$ cat src/rtl/sram22_rr_arbiter.sv
`default_nettype none
// ============================================================================
//  Module   : sram22_rr_arbiter
//  Purpose  : Two-port round-robin arbiter/sequencer for one sram22 macro,
//             fixed-latency read return to the originating requester.
//  Revision : 1.0
// ============================================================================
module sram22_rr_arbiter #(
   parameter int DATA_WIDTH  = 32,
   parameter int ADDR_WIDTH  = 9,
   parameter int WMASK_WIDTH = 4
) (
   input  logic                   clk,
   input  logic                   rst,
   input  logic                   a_valid,
   output logic                   a_ready,
   input  logic                   a_we,
   input  logic [WMASK_WIDTH-1:0] a_wmask,
   input  logic [ADDR_WIDTH-1:0]  a_addr,
   input  logic [DATA_WIDTH-1:0]  a_din,
   output logic                   a_rvalid,
   output logic [DATA_WIDTH-1:0]  a_rdata,
   input  logic                   b_valid,
   output logic                   b_ready,
   input  logic                   b_we,
   input  logic [WMASK_WIDTH-1:0] b_wmask,
   input  logic [ADDR_WIDTH-1:0]  b_addr,
   input  logic [DATA_WIDTH-1:0]  b_din,
   output logic                   b_rvalid,
   output logic [DATA_WIDTH-1:0]  b_rdata,
   output logic                   sram_we,
   output logic [WMASK_WIDTH-1:0] sram_wmask,
   output logic [ADDR_WIDTH-1:0]  sram_addr,
   output logic [DATA_WIDTH-1:0]  sram_din,
   input  logic [DATA_WIDTH-1:0]  sram_dout
);

   localparam logic c_SRC_A = 1'b0;
   localparam logic c_SRC_B = 1'b1;

   logic                   r_prio;
   logic                   r_sram_we;
   logic [WMASK_WIDTH-1:0] r_sram_wmask;
   logic [ADDR_WIDTH-1:0]  r_sram_addr;
   logic [DATA_WIDTH-1:0]  r_sram_din;
   logic                   r_issue_rd;
   logic                   r_issue_src;
   logic                   r_rsp_v;
   logic                   r_rsp_src;
   logic                   w_grant_a;
   logic                   w_grant_b;

   // A sole requester always wins; a contested cycle goes to the prio port.
   always_comb begin
      w_grant_a = 1'b0;
      w_grant_b = 1'b0;
      if (!rst) begin
         w_grant_a = a_valid && (!b_valid || (r_prio == c_SRC_A));
         w_grant_b = b_valid && (!a_valid || (r_prio == c_SRC_B));
      end
   end

   always_ff @(posedge clk) begin
      if (rst) begin
         r_prio       <= c_SRC_A;
         r_sram_we    <= 1'b0;
         r_sram_wmask <= '0;
         r_sram_addr  <= '0;
         r_sram_din   <= '0;
         r_issue_rd   <= 1'b0;
         r_issue_src  <= c_SRC_A;
         r_rsp_v      <= 1'b0;
         r_rsp_src    <= c_SRC_A;
      end else begin
         if (w_grant_a) begin
            r_sram_we    <= a_we;
            r_sram_wmask <= a_wmask;
            r_sram_addr  <= a_addr;
            r_sram_din   <= a_din;
            r_issue_rd   <= !a_we;
            r_issue_src  <= c_SRC_A;
            r_prio       <= c_SRC_B;
         end else if (w_grant_b) begin
            r_sram_we    <= b_we;
            r_sram_wmask <= b_wmask;
            r_sram_addr  <= b_addr;
            r_sram_din   <= b_din;
            r_issue_rd   <= !b_we;
            r_issue_src  <= c_SRC_B;
            r_prio       <= c_SRC_A;
         end else begin
            // Idle: address/data hold, the macro's incidental read is discarded.
            r_sram_we    <= 1'b0;
            r_sram_wmask <= '0;
            r_issue_rd   <= 1'b0;
         end
         r_rsp_v   <= r_issue_rd;
         r_rsp_src <= r_issue_src;
      end
   end

   assign a_ready    = w_grant_a;
   assign b_ready    = w_grant_b;
   assign sram_we    = r_sram_we;
   assign sram_wmask = r_sram_wmask;
   assign sram_addr  = r_sram_addr;
   assign sram_din   = r_sram_din;
   assign a_rvalid   = r_rsp_v && (r_rsp_src == c_SRC_A);
   assign b_rvalid   = r_rsp_v && (r_rsp_src == c_SRC_B);
   assign a_rdata    = sram_dout;
   assign b_rdata    = sram_dout;

endmodule
`default_nettype wire
$ cat config.mk
export PLATFORM = sky130hd
export DESIGN_NAME = sram22_rr_arbiter
export DESIGN_NICKNAME = d
export VERILOG_FILES = /design/src/rtl/sram22_rr_arbiter.sv
export SDC_FILE = /design/constraint.sdc
export NUM_CORES = 1
export LEC_CHECK = 0
export CORE_MARGIN = 4
export CORE_UTILIZATION = 33
export CTS_CLUSTER_DIAMETER = 60
export DETAILED_ROUTE_END_ITERATION = 10
export PLACE_DENSITY = 0.95
export SLEW_MARGIN = 15
export SYNTH_ARGS = -nofsm -noshare
export SYNTH_HDL_FRONTEND = slang
export SYNTH_SLANG_ARGS = --single-unit
$ cat constraint.sdc
create_clock -name clk -period 2.6 [get_ports clk]
set_input_delay 0.39 -clock clk [delete_from_list [all_inputs] [get_ports clk]]
set_output_delay 0.39 -clock clk [all_outputs]
set_load 0.01 [all_outputs]
==> metrics <==
Slew HR=37.5%; Final WS setup=0.245 ns; Fin. Hold Viols=0; # DRC=0; largest cells by area after synthesis=dfxtp_1 41%, buf_4 19%, a221o_1 16%; worst-path maximum fanout=6; commonest cells after routing, fill and taps aside=145 x clkdlybuf4s50_1, 51 x dfxtp_1, 41 x a221o_1; Routed wire per std cell=18.8 um; multi-input combinational cell area=867 um2; DR vias/cell=5.04; synthesized flop and latch total=51; HP Class=reg2reg; Num CTS Buffers=5; crit path kind=in2out; syn_nets=383; Slew Viols, Final=0; Final #Nets=458; gr usage total=16.5%; maxcap violations=0; mapped cell area=0.00250 mm2; f_max=0.425 GHz; Top Ports=242; number of global-route vias before repair=2281; outcome=complete, no violations; # Post-CTS Setup Buffers=0; global placer's final weighted congestion=0.731; leakage power=1.43 nW; unrepaired setup endpoints after global routing=false; Yosys Warn Count=0; Setup crit end=b_ready; Diodes inserted=0; area leader, netlist=dfxtp_1; cell count after synthesis=255; WP data arrival=1.97 ns; Yosys cell types=20; maximum number of pins on one net before global-route repair=48; Worst-Margin Slew=0.934 ns; Worst Setup Start Kind=primary input; register area=0.00102 mm2; Area Overhead vs Synth=47.0%; final setup violation count=0; post-synthesis area per instance=9.82 um2; first-pass GRT wire length=11.6 mm; antenna violations before repair=0; Reg2Reg Depth=3; pwr/cell area=504 mW/mm2; Clock Skew=0.0158 ns; # rows=31; area share of the largest cell type after synthesis=40.8%; clock sinks=51; Hold Crit Start=r_issue_rd; Clk Tree Root Cell=clkbuf_8; post-DP HPWL=6.24 mm; port bufs=145; clock slew at reported path FFs=0.10 ns; via count=2161; clk_lat worst skew=0.30 ns; worst endpoint required time=2.21 ns; sequential area share after synthesis=40.8%; pre-CTS setup slack=0.157 ns; Fin Hold WS=0.450 ns; Clock Path Buffers=2; non-filler cells, final=429; WL final=8.05 mm; Detailed Routing Iterations Pass 1=4; Routed Antenna Nets=0; DIE WIDTH=95.1 um; worst r2r src=r_prio; TritonCTS clock tree=yes; Core ar.=0.00733 mm2; GR Overflow Total=0; layout cells sized above 1=4.55%; commonest non-fill, non-tap cell in the layout=clkdlybuf4s50_1; die height=95.1 um; flop2flop setup slack=0.93 ns; endpoint class of the critical path=primary output; CTS-repair resized insts=0; H-tree depth=2; reg2reg end=sram_addr[1]; Hold-fix buffers, CTS=0; Worst VDD drop=0.278 mV; setup TNS=0 ns; initial DRC count=69; post-layout util=50.2%; Die ar.=0.00905 mm2; number of fillers in the final layout=641; Placed Cells=422; Min Clock Period, post-route=2.36 ns; Initial Util=34.2%; Tcrit/Tclk final=90.6%; crit path from=b_valid
[flip-flops by register name, summed over array words and instances (netlist names)]
signal / cells
sram_din: 32
sram_addr: 9
sram_wmask: 4
r_issue_rd: 1
r_issue_src: 1
r_prio: 1
r_rsp_src: 1
r_rsp_v: 1
sram_we: 1
[synthesized netlist by cell type]
master     number
a22o_1          6
buf_1           1
buf_2          10
buf_4          64
a21oi_1         1
nor2b_1         3
a22oi_1         1
nand2b_1        1
a211oi_2        1
a2111oi_0      16
clkbuf_1        7
nor2_1          2
a221o_1        41
nor3b_2         1
inv_1          20
nor3_1          1
nand2_1         2
and2_1         19
and2_0          7
dfxtp_1        51
[power by group]
part / switching, mW / internal (mW)
logic: 0.153 / 0.286
clock network: 0.258 / 0.282
registers: 0.0316 / 0.845
[how the worst min path moves through the flow]
stage	cells past startpoint	end
4_1_cts	1	r_rsp_v
2_1_floorplan	1	r_rsp_v
3_5_place_dp	1	r_rsp_v
3_3_place_gp	1	r_rsp_v
6_report	1	r_rsp_v
5_1_grt	1	r_rsp_v
[through the flow]
stage          area, um2  total power, mW
2_1_floorplan       2500             1.13
3_3_place_gp        3580             1.32
3_5_place_dp        3580             1.33
4_1_cts             3680             1.88
5_1_grt             3680             1.95
6_report            3680             1.85
[cell type report]
type	instances	share of cell area (%)
repair buffers	150	40.4
flip-flops and latches	51	27.7
multi-input cells	102	23.5
well taps	99	3.36
inverters	20	2.04
clock buffers	5	1.87
clock inverters	2	1.02
[critical path: stages]
cell	delay (ns)
clkdlybuf4s50_1	0.64
inv_1	0.14
nor3b_4	0.21
clkdlybuf4s50_1	0.59
[per-layer routing]
layer	GRT usage (%)	vias to the layer above	share of wire, %
met5	0	-	0
met4	5.65	0	2.0
met3	6.63	19	12
met2	32.1	157	52
met1	15.3	980	34
li1	-	1005	-
[cell families (layout without fill, tap and decap cells)]
logic type	count (synthesis)	in the layout	share of synthesized area, %
buf+inv	102	177	25.4
simple gates	36	36	8.79
flops	51	51	40.8
compound gates	66	66	25.1
Power figures use the tool's default switching activity.
